$ cat src/rtl/ds_mod_multich_if.sv
// ----------------------------------------------------------------------------
// ds_mod_multich_if
// Sample-in / code-out stream bundle for the multichannel delta-sigma
// modulator.
//   s_valid/s_ready : input sample handshake (accept on s_valid && s_ready)
//   s_ch            : channel of the input sample
//   s_u             : signed input sample (fixed point, FRAC_BITS fractional)
//   s_order         : noise-shaping order for this sample (0..3)
//   m_valid/m_ready : output handshake (consumed on m_valid && m_ready)
//   m_ch            : channel of the output code
//   m_y             : signed quantised output code
// Modports:
//   master : sample source / code sink (drives s_*, m_ready)
//   slave  : the modulator (drives s_ready, m_*)
// ----------------------------------------------------------------------------
interface ds_mod_multich_if #(
  parameter int NUM_CH   = 2,
  parameter int IN_BITS  = 16,
  parameter int OUT_BITS = 8
);
  localparam int CH_W = (NUM_CH > 1) ? $clog2(NUM_CH) : 1;

  logic                       s_valid;
  logic                       s_ready;
  logic [CH_W-1:0]            s_ch;
  logic signed [IN_BITS-1:0]  s_u;
  logic [1:0]                 s_order;

  logic                       m_valid;
  logic                       m_ready;
  logic [CH_W-1:0]            m_ch;
  logic signed [OUT_BITS-1:0] m_y;

  modport master (
    output s_valid, s_ch, s_u, s_order, m_ready,
    input  s_ready, m_valid, m_ch, m_y
  );

  modport slave (
    input  s_valid, s_ch, s_u, s_order, m_ready,
    output s_ready, m_valid, m_ch, m_y
  );
endinterface

$ cat src/rtl/ds_mod_multich.sv
// ----------------------------------------------------------------------------
// ds_mod_multich
// Time-multiplexed error-feedback delta-sigma modulator. NUM_CH channels share
// one adder; each channel keeps its own three-deep quantisation-error history.
// The shaping order (0..3) is chosen per sample:
//   y = Q(u - sum_k c_k * e_k),  e = y*2^FRAC_BITS - acc
// with c = {1}, {2,-1}, {3,-3,1} for orders 1, 2, 3 and order 0 being plain
// round-half-up. One tap is applied per cycle, so a sample of order N takes
// N+2 cycles from accept to the next accept.
//
// Ports:
//   clk   : clock
//   reset : synchronous, active-high; aborts any in-flight sample
//   bus   : ds_mod_multich_if.slave (s_valid/s_ready/s_ch/s_u/s_order in,
//           m_valid/m_ready/m_ch/m_y out)
//
// Build option:
//   DS_LFSR_DITHER_EN : adds a 16-bit Galois LFSR (x^16+x^14+x^13+x^11+1,
//   seed 0xACE1) whose low FRAC_BITS bits, re-centred on zero, are added
//   ahead of the quantiser only. The error term still uses the undithered
//   accumulator, so the dither is noise-shaped together with the
//   quantisation error.
// ----------------------------------------------------------------------------
module ds_mod_multich #(
  parameter int NUM_CH    = 2,
  parameter int IN_BITS   = 16,
  parameter int FRAC_BITS = 8,
  parameter int OUT_BITS  = 8,
  parameter int ERR_BITS  = 12
) (
  input  logic            clk,
  input  logic            reset,
  ds_mod_multich_if.slave bus
);

  localparam int CH_W  = (NUM_CH > 1) ? $clog2(NUM_CH) : 1;
  localparam int ACC_W = ((IN_BITS > ERR_BITS + 2) ? IN_BITS : ERR_BITS + 2) + 2;
  // One extra bit so the rounding/dither offset never wraps the quantiser sum.
  localparam int Q_W   = ACC_W + 1;
  // Wide enough for (y << FRAC_BITS) - acc without wrap.
  localparam int EQ_W  = ((ACC_W > OUT_BITS + FRAC_BITS) ? ACC_W : OUT_BITS + FRAC_BITS) + 2;

  localparam logic signed [Q_W-1:0]  HALF  = Q_W'(1 << (FRAC_BITS - 1));
  localparam logic signed [Q_W-1:0]  Y_MAX = Q_W'((1 << (OUT_BITS - 1)) - 1);
  localparam logic signed [Q_W-1:0]  Y_MIN = Q_W'(-(1 << (OUT_BITS - 1)));
  localparam logic signed [EQ_W-1:0] E_MAX = EQ_W'((1 << (ERR_BITS - 1)) - 1);
  localparam logic signed [EQ_W-1:0] E_MIN = EQ_W'(-(1 << (ERR_BITS - 1)));

  typedef enum logic [1:0] {IDLE, TAP, QUANT} state_e;
  typedef logic signed [ERR_BITS-1:0] err_t;
  typedef logic signed [ACC_W-1:0]    acc_t;

  state_e                     state_q, state_d;
  logic [CH_W-1:0]            ch_q, ch_d;
  logic [1:0]                 order_q, order_d;
  logic [1:0]                 k_q, k_d;
  acc_t                       acc_q, acc_d;
  err_t                       hist_q [NUM_CH][3];
  err_t                       hist_d [NUM_CH][3];
  logic                       m_valid_q, m_valid_d;
  logic [CH_W-1:0]            m_ch_q, m_ch_d;
  logic signed [OUT_BITS-1:0] m_y_q, m_y_d;

  logic                       s_ready;
  logic                       commit;

  // --------------------------------------------------------------------------
  // Tap datapath: c_k * e_k as (e << 1 | 0) + (e | 0), then add or subtract.
  // --------------------------------------------------------------------------
  err_t e_sel;
  acc_t e_ext, tap_term, acc_tap;
  logic tap_x1, tap_x2, tap_neg;

  always_comb begin
    // NOTE: every combinational output gets a default before any branch, so
    // no path can leave it unassigned and infer a latch.
    e_sel = '0;
    case (k_q)
      2'd1:    e_sel = hist_q[ch_q][0];
      2'd2:    e_sel = hist_q[ch_q][1];
      2'd3:    e_sel = hist_q[ch_q][2];
      default: e_sel = '0;
    endcase
  end

  always_comb begin
    tap_x1  = 1'b1;
    tap_x2  = 1'b0;
    tap_neg = 1'b0;
    case ({order_q, k_q})
      4'b01_01: ;                                      // c1 = 1
      4'b10_01: begin tap_x1 = 1'b0; tap_x2 = 1'b1; end // c1 = 2
      4'b10_10: tap_neg = 1'b1;                        // c2 = -1
      4'b11_01: tap_x2 = 1'b1;                         // c1 = 3
      4'b11_10: begin tap_x2 = 1'b1; tap_neg = 1'b1; end // c2 = -3
      4'b11_11: ;                                      // c3 = 1
      default: tap_x1 = 1'b0;
    endcase
  end

  always_comb begin
    e_ext    = acc_t'(e_sel);
    tap_term = (tap_x2 ? (e_ext <<< 1) : '0) + (tap_x1 ? e_ext : '0);
    acc_tap  = tap_neg ? (acc_q + tap_term) : (acc_q - tap_term);
  end

  // --------------------------------------------------------------------------
  // Quantiser: round half up (plus optional dither), saturate, form error.
  // --------------------------------------------------------------------------
  logic signed [Q_W-1:0]      dither;
  logic signed [Q_W-1:0]      q_sum, y_raw;
  logic signed [OUT_BITS-1:0] y_sat;
  logic signed [EQ_W-1:0]     e_full;
  err_t                       e_sat;

`ifdef DS_LFSR_DITHER_EN
  localparam logic [15:0] LFSR_SEED = 16'hACE1;
  localparam logic [15:0] LFSR_TAPS = 16'hB400;
  logic [15:0] lfsr_q, lfsr_d;
  // Low bits re-centred on zero: range [-2^(FRAC_BITS-1), 2^(FRAC_BITS-1)-1].
  assign dither = Q_W'($signed({1'b0, lfsr_q[FRAC_BITS-1:0]})) - HALF;
`else
  assign dither = '0;
`endif

  always_comb begin
    q_sum = Q_W'(acc_q) + dither + HALF;
    y_raw = q_sum >>> FRAC_BITS;
    if (y_raw > Y_MAX)      y_sat = {1'b0, {(OUT_BITS-1){1'b1}}};
    else if (y_raw < Y_MIN) y_sat = {1'b1, {(OUT_BITS-1){1'b0}}};
    else                    y_sat = OUT_BITS'(y_raw);

    // Error is taken against the undithered accumulator.
    e_full = (EQ_W'(y_sat) <<< FRAC_BITS) - EQ_W'(acc_q);
    if (e_full > E_MAX)      e_sat = {1'b0, {(ERR_BITS-1){1'b1}}};
    else if (e_full < E_MIN) e_sat = {1'b1, {(ERR_BITS-1){1'b0}}};
    else                     e_sat = ERR_BITS'(e_full);
  end

  // --------------------------------------------------------------------------
  // Control FSM: next state and register updates.
  // --------------------------------------------------------------------------
  // Reset is gated in so no sample can be accepted while it is held.
  assign s_ready = (state_q == IDLE) && !reset;
  // An output slot is free when empty or being drained this cycle.
  assign commit  = (state_q == QUANT) && (!m_valid_q || bus.m_ready);

  always_comb begin
    state_d   = state_q;
    ch_d      = ch_q;
    order_d   = order_q;
    k_d       = k_q;
    acc_d     = acc_q;
    hist_d    = hist_q;
    m_valid_d = m_valid_q;
    m_ch_d    = m_ch_q;
    m_y_d     = m_y_q;
`ifdef DS_LFSR_DITHER_EN
    lfsr_d    = lfsr_q;
`endif

    if (m_valid_q && bus.m_ready) m_valid_d = 1'b0;

    case (state_q)
      IDLE: begin
        if (bus.s_valid && s_ready) begin
          ch_d    = bus.s_ch;
          order_d = bus.s_order;
          acc_d   = acc_t'(bus.s_u);
          k_d     = 2'd1;
          state_d = (bus.s_order == 2'd0) ? QUANT : TAP;
        end
      end
      TAP: begin
        acc_d = acc_tap;
        if (k_q == order_q) state_d = QUANT;
        else                k_d     = k_q + 2'd1;
      end
      QUANT: begin
        if (commit) begin
          m_valid_d = 1'b1;
          m_y_d     = y_sat;
          m_ch_d    = ch_q;
          if (order_q != 2'd0) begin
            hist_d[ch_q][2] = hist_q[ch_q][1];
            hist_d[ch_q][1] = hist_q[ch_q][0];
            hist_d[ch_q][0] = e_sat;
          end
`ifdef DS_LFSR_DITHER_EN
          lfsr_d = lfsr_q[0] ? ((lfsr_q >> 1) ^ LFSR_TAPS) : (lfsr_q >> 1);
`endif
          state_d = IDLE;
        end
      end
      default: state_d = IDLE;
    endcase
  end

  always_ff @(posedge clk) begin
    if (reset) begin
      state_q   <= IDLE;
      ch_q      <= '0;
      order_q   <= '0;
      k_q       <= '0;
      acc_q     <= '0;
      m_valid_q <= 1'b0;
      m_ch_q    <= '0;
      m_y_q     <= '0;
      // NOTE: the history is a small flop array, not RAM, and a stale error
      // would leak into the first post-reset sample, so it is cleared here.
      for (int c = 0; c < NUM_CH; c++) begin
        for (int t = 0; t < 3; t++) hist_q[c][t] <= '0;
      end
`ifdef DS_LFSR_DITHER_EN
      lfsr_q    <= LFSR_SEED;
`endif
    end else begin
      // NOTE: non-blocking updates make every flop sample the same
      // pre-edge values regardless of statement order.
      state_q   <= state_d;
      ch_q      <= ch_d;
      order_q   <= order_d;
      k_q       <= k_d;
      acc_q     <= acc_d;
      hist_q    <= hist_d;
      m_valid_q <= m_valid_d;
      m_ch_q    <= m_ch_d;
      m_y_q     <= m_y_d;
`ifdef DS_LFSR_DITHER_EN
      lfsr_q    <= lfsr_d;
`endif
    end
  end

  assign bus.s_ready = s_ready;
  assign bus.m_valid = m_valid_q;
  assign bus.m_ch    = m_ch_q;
  assign bus.m_y     = m_y_q;

endmodule
$ cat src/flat_wrapper.sv
// flat-port wrapper written by rule: the top's interface ports become plain ports
module ds_mod_multich_flat 
#(
  parameter int NUM_CH    = 2,
  parameter int IN_BITS   = 16,
  parameter int FRAC_BITS = 8,
  parameter int OUT_BITS  = 8,
  parameter int ERR_BITS  = 12
)
  (clk, reset, bus_s_valid, bus_s_ch, bus_s_u, bus_s_order, bus_m_ready, bus_s_ready, bus_m_valid, bus_m_ch, bus_m_y);
  ds_mod_multich_if #(.NUM_CH(NUM_CH), .IN_BITS(IN_BITS), .OUT_BITS(OUT_BITS)) bus_i ();
  input  logic clk;
  input  logic reset;
  input wire logic [$bits(bus_i.s_valid)-1:0] bus_s_valid;
  input wire logic [$bits(bus_i.s_ch)-1:0] bus_s_ch;
  input wire logic [$bits(bus_i.s_u)-1:0] bus_s_u;
  input wire logic [$bits(bus_i.s_order)-1:0] bus_s_order;
  input wire logic [$bits(bus_i.m_ready)-1:0] bus_m_ready;
  output wire logic [$bits(bus_i.s_ready)-1:0] bus_s_ready;
  output wire logic [$bits(bus_i.m_valid)-1:0] bus_m_valid;
  output wire logic [$bits(bus_i.m_ch)-1:0] bus_m_ch;
  output wire logic [$bits(bus_i.m_y)-1:0] bus_m_y;
  assign bus_i.s_valid = bus_s_valid;
  assign bus_i.s_ch = bus_s_ch;
  assign bus_i.s_u = bus_s_u;
  assign bus_i.s_order = bus_s_order;
  assign bus_i.m_ready = bus_m_ready;
  assign bus_s_ready = bus_i.s_ready;
  assign bus_m_valid = bus_i.m_valid;
  assign bus_m_ch = bus_i.m_ch;
  assign bus_m_y = bus_i.m_y;
  ds_mod_multich #(.NUM_CH(NUM_CH), .IN_BITS(IN_BITS), .FRAC_BITS(FRAC_BITS), .OUT_BITS(OUT_BITS), .ERR_BITS(ERR_BITS)) u_core (.clk(clk), .reset(reset), .bus(bus_i));
endmodule
$ cat config.mk
export PLATFORM = sky130hd
export DESIGN_NAME = ds_mod_multich_flat
export DESIGN_NICKNAME = d
export VERILOG_FILES = /design/src/rtl/ds_mod_multich_if.sv /design/src/rtl/ds_mod_multich.sv /design/src/flat_wrapper.sv
export SDC_FILE = /design/constraint.sdc
export NUM_CORES = 1
export LEC_CHECK = 0
export BUFFER_PORTS_ARGS = -buffer_cell sky130_fd_sc_hd__clkbuf_2
export CAP_MARGIN = 30
export CORE_ASPECT_RATIO = 1.2
export CORE_UTILIZATION = 53
export CTS_CLUSTER_SIZE = 14
export DETAILED_ROUTE_END_ITERATION = 16
export HOLD_SLACK_MARGIN = 0.03
export PLACE_DENSITY = 0.7
export SYNTH_ARGS = -nofsm -noshare
export SYNTH_HDL_FRONTEND = slang
export SYNTH_SLANG_ARGS = --single-unit
$ cat constraint.sdc
create_clock -name clk -period 11.3 [get_ports clk]
set_input_delay 2.26 -clock clk [delete_from_list [all_inputs] [get_ports clk]]
set_output_delay 2.26 -clock clk [all_outputs]
set_load 0.01 [all_outputs]
# After elaboration in Yosys (flattened, before gate mapping)
# Index checks and enable logic that the tools add are counted.
op_classes:
  addsub: 6
  order_cmp: 6
  eq_ne: 16
  muxes: 36
  bitwise_logic: 1
  reduce_logical: 21
op_table:
  columns: ["cell", "count"]
  rows:
  - ["bitwise mux 72 bit", 3]
  - ["2-to-1 mux 36 bit", 4]
  - ["demux 36 bit (select 1 bit)", 3]
  - ["2-to-1 mux 18 bit", 4]
  - ["adder 18 bit", 2]
  - ["2-to-1 mux 12 bit", 3]
  - ["case mux 12 bit (3 select lines)", 1]
  - ["case mux 18 bit (2 select lines)", 1]
  - ["2-to-1 mux 24 bit", 1]
  - ["equality test 4 bit, second input constant", 5]
  - ["> comparator 20 x 12 -> 1 bit, second input constant", 1]
  - ["less-than comparator 20 x 12 -> 1 bit, second input constant", 1]
  - ["adder 18 x 9 -> 19 bit, second input constant", 1]
  - ["subtractor 16 x 18 -> 19 bit", 1]
  - ["subtractor 18 bit", 1]
  - ["2-to-1 mux 8 bit", 2]
  - ["2-to-1 mux 2 bit", 6]
  - ["> comparator 11 x 8 -> 1 bit, second input constant", 1]
  - ["less-than comparator 11 x 8 -> 1 bit, second input constant", 1]
  - ["AND reduction 3 bit", 3]
  - ["equality test 2 bit, second input constant", 3]
  - ["2-to-1 mux 1 bit", 6]
  - ["case mux 2 bit (3 select lines)", 1]
  - ["AND reduction 2 bit", 3]
  - ["18 further kinds", 28]
totals:
  regBits: 107
  input_bits: 23
  output_inout_bits: 11
  wordCells: 100

# Logic depth before layout (Yosys ltp)
# Gate-level depths: netlist of run 1.
depth:
  ltp_word: 10
  depth_mapped: 27
  ltp_nobuf: 25

# Worst setup path after synthesis of run 1
# OpenSTA, ideal clock, no wires.
synth_path:
  path_kind: "reg-to-reg"
  start: "register u_core.ch_q"
  end: "register u_core.acc_q[17]"
  setup_ps: 74
  arrival_time_ps: 5628
  required_time_ps: 11226
  slack_ps: 5598
  stages_incl_launch_ff: 24
  n_path_buf: 2
  period_less_slack_ps: 5702
  path_cell_list: "dfxtp_1 buf_1 clkbuf_1 mux2_2 a222oi_1 or2_2 nor2_1 ha_1 or2_4 a31oi_4 o21ba_4 or4_1 and3_4 a21oi_1 a21oi_1 xnor2_1 ha_1 inv_1 or4_1 a31oi_1 a31o_2 a21oi_1 nand3b_1 a31oi_1"
synth_via:
  elab_chain_cells: 10
  word_cells_on_any_way: 12
  cone_classes: "add/sub (3); mux (8); bitwise (1)"
synth_lines:
  columns: ["item", "line_no", "text"]
  rows:
  - ["from (decl)", "ds_mod_multich.sv:54", "logic [CH_W-1:0] ch_q, ch_d;"]
  - ["from (signal assigned)", "ds_mod_multich.sv:221", "ch_q <= ch_d;"]
  - ["inverter 1 -> 2 bit (not written as such) (*)", "ds_mod_multich.sv:79, ds_mod_multich.sv:80, ds_mod_multich.sv:81", null]
  - ["2-to-1 mux 36 bit (not written as such) (*) (3 in series)", "ds_mod_multich.sv:80", "2'd2: e_sel = hist_q[ch_q][1];"]
  - ["case mux 12 bit (3 select lines) (*)", "ds_mod_multich.sv:78", "case (k_q)"]
  - ["2-to-1 mux 18 bit", "ds_mod_multich.sv:103", "tap_term = (tap_x2 ? (e_ext <<< 1) : '0) + (tap_x1 ? e_ext : '0);"]
  - ["adder 18 bit (*)", "ds_mod_multich.sv:103", null]
  - ["subtractor 18 bit or adder 18 bit (tied branches)", "ds_mod_multich.sv:104", "acc_tap = tap_neg ? (acc_q + tap_term) : (acc_q - tap_term);"]
  - ["2-to-1 mux 18 bit (*)", "ds_mod_multich.sv:104", null]
  - ["case mux 18 bit (2 select lines) (*)", "ds_mod_multich.sv:164", "case (state_q)"]
  - ["to (signal assigned)", "ds_mod_multich.sv:205", "acc_q <= '0;"]
  - ["to (signal assigned)", "ds_mod_multich.sv:224", "acc_q <= acc_d;"]
  - ["to (decl)", "ds_mod_multich.sv:57", "acc_t acc_q, acc_d;"]
# Mark *: on every way between the ends. The rest lies on a longest branch, timed or not. The select of a mux whose other input is x is not followed.
# A chain may end at the register's enable or synchronous reset.

# Worst setup path in the final report of run 1
layout_path:
  start: "register u_core.k_q[0]"
  end: "register u_core.acc_q[17]"
layout_via:
  elab_chain_cells: 8
  word_cells_on_any_way: 23
  cone_classes: "add/sub (3); eq/ne (9); mux (8); reduce/logical (3)"
layout_lines:
  columns: ["item", "line_no", "text"]
  rows:
  - ["from (decl)", "ds_mod_multich.sv:56", "logic [1:0] k_q, k_d;"]
  - ["from (signal assigned)", "ds_mod_multich.sv:223", "k_q <= k_d;"]
  - ["equality test 4 x 3 -> 1 bit or equality test 4 bit (tied branches)", "ds_mod_multich.sv:90", "case ({order_q, k_q})"]
  - ["OR reduction 5 bit (no source line) or OR reduction 3 bit (tied branches)", null, null]
  - ["2-to-1 mux 1 bit", "ds_mod_multich.sv:90", null]
  - ["2-to-1 mux 18 bit", "ds_mod_multich.sv:103", null]
  - ["adder 18 bit", "ds_mod_multich.sv:103", null]
  - ["subtractor 18 bit or adder 18 bit (tied branches)", "ds_mod_multich.sv:104", null]
  - ["2-to-1 mux 18 bit (*)", "ds_mod_multich.sv:104", null]
  - ["case mux 18 bit (2 select lines) (*)", "ds_mod_multich.sv:164", null]
# Mark *: on every way between the ends. The rest lies on a longest branch, timed or not.

==> results of run 1 <==
==> kinds of logic (layout without fill, tap and decap cells) <==
logic type	Yosys count	after routing	synth area share, %
muxes	54	54	7.71
DFF	107	107	29.0
adders and majority gates	48	48	8.34
buffers and inverters	95	98	4.90
AOI/OAI and AO/OA	248	248	22.6
and+or+nand+nor	338	338	20.9
xor gates and xnor gates	55	55	6.53
==> where the power goes <==
part           total [mW]  switching, mW  internal, mW
logic               0.274          0.168         0.106
registers           0.407         0.0183         0.389
clock network       0.339          0.161         0.178
total                1.02          0.347         0.673
==> layout by cell type, fill, tap and decap left out, types with 4 or more instances in the layout <==
| cell type | synthesis | final |
|---|---|---|
| a31o_2 | 4 | 4 |
| dfxtp_1 | 107 | 106 |
| nand4_1 | 5 | 5 |
| a21oi_1 | 76 | 76 |
| clkbuf_16 | 0 | 9 |
| a31oi_1 | 7 | 7 |
| nor2b_1 | 7 | 7 |
| nand2b_1 | 8 | 8 |
| clkbuf_2 | 0 | 33 |
| ha_1 | 46 | 46 |
| nor2_1 | 137 | 135 |
| mux2i_1 | 31 | 31 |
| a21o_1 | 12 | 12 |
| and2_1 | 4 | 4 |
| inv_1 | 42 | 42 |
| o31a_1 | 4 | 4 |
| xor2_1 | 20 | 20 |
| a311oi_1 | 14 | 14 |
| a222oi_1 | 12 | 12 |
| or2_2 | 17 | 17 |
| xnor2_1 | 35 | 35 |
| o21ai_1 | 13 | 13 |
| nor3_1 | 13 | 13 |
| nand3_1 | 20 | 20 |
| o21ai_0 | 38 | 38 |
| and3_1 | 9 | 9 |
| a211oi_1 | 34 | 34 |
| buf_4 | 0 | 4 |
| o31ai_1 | 5 | 5 |
| nand2_1 | 93 | 93 |
| or3_1 | 6 | 6 |
| mux2_2 | 22 | 22 |
==> state kept, by name, indices dropped and copies added, names as in the netlist <==
name / count
u_core.acc_q: 18
u_core.bus.m_ch: 1
u_core.bus.m_valid: 1
u_core.bus.m_y: 8
u_core.ch_q: 1
u_core.hist_q: 72
u_core.k_q: 2
u_core.order_q: 2
u_core.state_q: 2
==> through the flow <==
| step | setup slack, ns | power, mW | cells |
|---|---|---|---|
| detailed placement | 5.15 | 0.686 | 1099 |
| global placement | 5.32 | 0.683 | 1097 |
| floorplan | 5.60 | 0.622 | 945 |
| global route | 4.63 | 1.07 | 1116 |
| CTS | 5.12 | 1.02 | 1115 |
| finish | 5.11 | 1.02 | 1116 |
==> layer usage <==
layer / global-route usage (%) / vias up / wire length (um)
li1: - / 3361 / -
met5: 0 / - / 0
met3: 3.42 / 26 / 744
met1: 36.5 / 3101 / 8510
met2: 42.9 / 160 / 8650
met4: 8.67 / 0 / 369
==> layout make-up <==
cell class	instances	area, um2
clock buffer	9	225
clock inverter	7	93.8
fill	1249	5440
inverter	42	158
multi-input combinational	743	4890
sequential	107	2140
tap	168	210
timing repair buffer	40	250
==> critical path, delay by kind of cell, from the launching register on <==
| kind | cells | cell delay (ns) |
|---|---|---|
| flip-flops | 1 | 0.36 |
| XOR/XNOR | 2 | 0.46 |
| AO/OA/AOI/OAI | 10 | 1.85 |
| buffers and inverters | 4 | 0.45 |
| AND/OR/NAND/NOR | 5 | 1.52 |
| adder cells (fa/ha/maj) | 4 | 1.48 |
==> final timing paths <==
| path | end | start | depth (start not counted) |
|---|---|---|---|
| setup / recovery | u_core.acc_q[17]$_SDFFE_PP0P_ | u_core.k_q[0]$_SDFFE_PP0P_ | 25 |
| hold / removal | u_core.hist_q[50]$_SDFFE_PP0P_ | u_core.hist_q[50]$_SDFFE_PP0P_ | 2 |
| setup reg to reg | u_core.acc_q[17]$_SDFFE_PP0P_ | u_core.k_q[0]$_SDFFE_PP0P_ | 25 |
| hold reg to reg | u_core.hist_q[50]$_SDFFE_PP0P_ | u_core.hist_q[50]$_SDFFE_PP0P_ | 2 |
==> results.txt, run 1 <==
Status = complete, no violations
Worst relative slew slack = 38.5%
Clock root cell = clkbuf_16
Unique masters post-synth = 67
# rows = 46
Die Area = 14400 um2
Cells after Synth = 945
Worst Hold Class = reg -> reg
DR WL/cell = 16.4 um
I/O pin count = 34
ANT nets after route = 0
EDFF count, synth = 0
CP Class = reg -> reg
CTS tree = yes
Fraction of registers with async set/reset = 0%
Total track usage = 26.7%
Cts repair resizes = 0
Residual DRC = 0
First-pass GRT wire length = 30100 um
Top-area cell type share of the netlist area = 29.0%
Gpl congestion = 0.864
Worst vdd ir = 0.0889 mV
Initial Utilization = 55.0%
Synth Area per Inst = 7.81 um2
Critical path's slowest cell = ha_1
Layout area overhead = 8.02%
Initial antenna violation count = 0
Skew-Pair Late Insertion Delay = 0.37 ns
Fin util = 59.4%
Share of cells above drive strength 1 = 11.8%
Final Skew = 0.0110 ns
Worst EP required = 11.59 ns
Detailed-route wire length = 18300 um
Design Area, Final = 7970 um2
Startpoint Class = flop
Critical Path AT = 6.48 ns
Vias = 6648
Synth cell count leaders = nor2_1, dfxtp_1, nand2_1
Hold slack = 0.460 ns
Clock Pin Slew Worst Setup and Hold Paths = 0.08 ns
Synth area leader = dfxtp_1
Fmax = 162 MHz
Nets = 1014
Placed standard-cell area = 7630 um2
Core box area = 13400 um2
Vias per Instance = 5.96
Setup TNS = 0 ns
Synthesized area = 7380 um2
Drt initial violations = 486
Number of H-tree levels = 3
TritonCTS Buffers = 9
Post-synthesis register bit count = 107
Die Y = 131 um
Worst path most repeated cell = a21oi_1
Largest net degree at the start of global routing = 85
Ant diodes = 0
Worst Path Max Fanout = 15
Hold Buf Count CTS = 0
Tcrit/Tclk final = 54.8%
Sink Count = 107
Worst setup EP type = flop
Max cap viols = 0
Synth Warn # = 0
Mapped Nets = 1016
DR pass1 iterations = 7
Sequential-to-total area share from yosys stat = 29.0%
Die Wd = 110 um
CTS max path bufs = 2
Vias in the first global route = 6156
Slowest stage delay, CP = 0.57 ns
Cell area power density = 128 nW/um2
Primary FF master, synth = dfxtp_1
Grt ovf = 0
R2r setup slk = 5.11 ns
RSZ-0062 raised after global routing = no
Worst-Margin Slew = 0.922 ns
Largest cells by area after synthesis = dfxtp_1, ha_1, nor2_1
Final setup fails = 0
Tmin final = 6.19 ns
Leakage = 3.20 nW
Most common cell in the synthesized netlist = nor2_1
Fin. Hold Viols = 0
Placed wire-length estimate = 13100 um
Slew Limit Fails = 0
IO buf count = 33
Post-CTS Setup Inserts = 0
Power figures use the tool's default switching activity.
==> run 2, diff against run 1 <==
ABC_AREA = 1   (was not set)
clock period = 6.4 ns   (was 11.3 ns; I/O delays follow)
==> run 2 against run 1 <==
Count of clock-buffer cells in the layout grew 1. Combinational power grew to 8.2 times the previous value. Sequential share of layout area shrank 1.7 points. First-iteration DRC count is 9.3% higher. Utilization is 0.81 points lower. Fmax grew 11%. Design area up 6.9%. Power increased to 3.6 times the previous value. Synthesized area increased by 8.1%. Largest power group is now combinational cells.
==> results.txt, run 2 <==
Critical path's slowest cell = a21boi_1
Gpl congestion = 0.953 (+10%)
Primary FF master, synth = dfxtp_1
Sequential-to-total area share from yosys stat = 26.9% (-2.2 points)
Setup TNS = 0 ns (unchanged)
Worst hold path cell count = 2 (unchanged)
Worst Path Max Fanout = 19 (+4)
Worst EP required = 6.69 ns (-4.90 ns)
Skew-Pair Late Insertion Delay = 0.36 ns (about the same)
Final Skew = 0.0123 ns (+0.00138 ns)
Initial antenna violation count = 0 (unchanged)
Met2 Use GR = 50.1% (+7.2 points)
Layout area overhead = 6.84%
Most frequent cells in the layout = nand2_1, inv_1, nor2_1, a21oi_1, dfxtp_1
Most common cell after layout, fill and taps aside = nand2_1
DR WL/cell = 14.5 um (-12%)
Grt ovf = 0 (unchanged)
Fill count = 1545 (+24%)
Most used routing layer in global routing = met2
Met1 Resource Use GR = 34.3% (-2.2 points)
EDFF count, synth = 0 (unchanged)
Drt initial violations = 531 (+9.3%)
Post-CTS Setup Inserts = 0 (unchanged)
Die Y = 136 um (+3.9%)
Worst-Margin Slew = 0.839 ns (-0.0830 ns)
Cts repair resizes = 0 (unchanged)
Initial Utilization = 54.9% (-0.15 points)
Startpoint Class = flop
Fmax = 180 MHz (+11%)
Worst setup EP type = flop
# rows = 48 (+4.3%)
Final std cells w/o fill = 1457 (+31%)
Clock Pin Slew Worst Setup and Hold Paths = 0.08 ns (about the same)
Synth Area per Inst = 6.38 um2 (-18%)
Unique masters post-synth = 48 (-28%)
Top-area cell type share of the netlist area = 26.9% (-2.2 points)
Nets = 1323 (+30%)
ANT nets after route = 0 (unchanged)
First-pass GRT wire length = 34200 um (+14%)
Post-synthesis register bit count = 107 (unchanged)
Largest net degree at the start of global routing = 68 (-20%)
Hold Buf Count CTS = 0 (unchanged)
Slowest stage delay, CP = 0.74 ns (+0.17 ns)
Mapped Nets = 1322 (+30%)
Worst relative slew slack = 43.9% (+5.4 points)
Synth Warn # = 0 (unchanged)
Grt met3 use = 2.54% (-0.88 points)
Ant diodes = 0 (unchanged)
Hold slack = 0.452 ns (-0.00750 ns)
Largest cells by area after synthesis = dfxtp_1, nand2_1, inv_1
Vias in the first global route = 7106 (+15%)
Clock root cell = clkbuf_16
Synth cell count leaders = nand2_1, inv_1, nor2_1
Sink Count = 107 (unchanged)
Detailed-route wire length = 21100 um (+15%)
Most common cell in the synthesized netlist = nand2_1
DR pass1 iterations = 5 (-2)
Placed insts = 1441 (+31%)
Cells after Synth = 1251 (+32%)
I/O pin count = 34 (unchanged)
Vias per Instance = 5.36 (-10%)
RSZ-0062 raised after global routing = no
Worst Hold Class = reg -> reg
Die Area = 15500 um2 (+8.0%)
Tmin final = 5.57 ns (-0.625 ns)
Core box area = 14500 um2 (+8.4%)
Synth area leader = dfxtp_1
Vias = 7803 (+17%)
CP Class = reg -> reg
Number of H-tree levels = 3 (unchanged)
Leakage = 3.95 nW (+23%)
Tcrit/Tclk final = 87.0% (+32 points)
Most flops, register = u_core.hist_q
Worst vdd ir = 0.594 mV (+570%)
Residual DRC = 0 (unchanged)
Synthesized area = 7980 um2 (+8.1%)
Cell area power density = 434 nW/um2 (+240%)
Status = complete, no violations
Max reg flops = 72 (unchanged)
Placed wire-length estimate = 16100 um (+23%)
Slew Limit Fails = 0 (unchanged)
Max cap viols = 0 (unchanged)
Fraction of registers with async set/reset = 0% (unchanged)
Reg2Reg Depth = 26 (+4.0%)
Fin. Hold Viols = 0 (unchanged)
CTS tree = yes
IO buf count = 33 (unchanged)
Total track usage = 28.0% (+1.4 points)
CTS max path bufs = 2 (unchanged)
Die Wd = 114 um (+3.9%)
Share of cells above drive strength 1 = 7.64% (-4.2 points)
Final setup fails = 0 (unchanged)
TritonCTS Buffers = 9 (unchanged)
Critical Path AT = 5.86 ns (-0.62 ns)
==> run 2: area by class of cell <==
cell class                      instances  area [um2]  share of cell area, %
Inverter                              183         687                   8.06
Sequential cell                       107        2140                   25.2
Clock inverter                          6        47.5                  0.558
Clock buffer                           10         229                   2.69
Multi-Input combinational cell        910        4940                   58.0
Tap cell                              200         250                   2.94
Timing Repair Buffer                   41         225                   2.64
==> run 2: cell families after synthesis <==
| logic type | synth area share (%) |
|---|---|
| xor gates and xnor gates | 5.13 |
| adders and majority gates | 7.72 |
| DFF | 26.9 |
| buffers and inverters | 11.4 |
| AOI/OAI and AO/OA | 20.9 |
| and+or+nand+nor | 28.1 |
==> run 2: metrics by stage <==
step	util [%]	area [um2]	total power [mW]	setup WS, ns
floorplan	-	7980	2.69	1.88
global placement	56.7	8250	3.13	1.03
detailed placement	56.7	8250	3.14	0.871
CTS	58.6	8520	3.69	0.870
global route	58.6	8520	4.00	0.209
finish	58.6	8520	3.70	0.835
==> run 2: path summary, 6_finish.rpt <==
path	from	endpoint	slack [ns]
setup reg to reg	u_core.k_q[0]$_SDFFE_PP0P_	u_core.acc_q[17]$_SDFFE_PP0P_	0.83
hold / removal	u_core.hist_q[7]$_SDFFE_PP0P_	u_core.hist_q[7]$_SDFFE_PP0P_	0.45
hold reg to reg	u_core.hist_q[7]$_SDFFE_PP0P_	u_core.hist_q[7]$_SDFFE_PP0P_	0.45
setup / recovery	u_core.k_q[0]$_SDFFE_PP0P_	u_core.acc_q[17]$_SDFFE_PP0P_	0.83
==> run 2: power breakdown <==
| group | total [mW] | internal (mW) | switching (mW) |
|---|---|---|---|
| Sequential | 0.908 | 0.783 | 0.125 |
| Combinational | 2.25 | 0.715 | 1.54 |
| Clock | 0.538 | 0.269 | 0.269 |
==> run 2: metal layers <==
layer	share of wire, %	vias up
li1	-	4097
met5	0	-
met1	44	3508
met2	49	163
met3	3.5	35
met4	3.3	0
==> run 2: worst max-delay path, delay by kind of cell, from the launching register on <==
family	cells	cell delay, ns
AO/OA/AOI/OAI	4	1.48
XOR/XNOR	2	0.37
adder cells (fa/ha/maj)	4	1.01
buffers and inverters	4	0.46
flip-flops	1	0.38
AND/OR/NAND/NOR	12	1.77
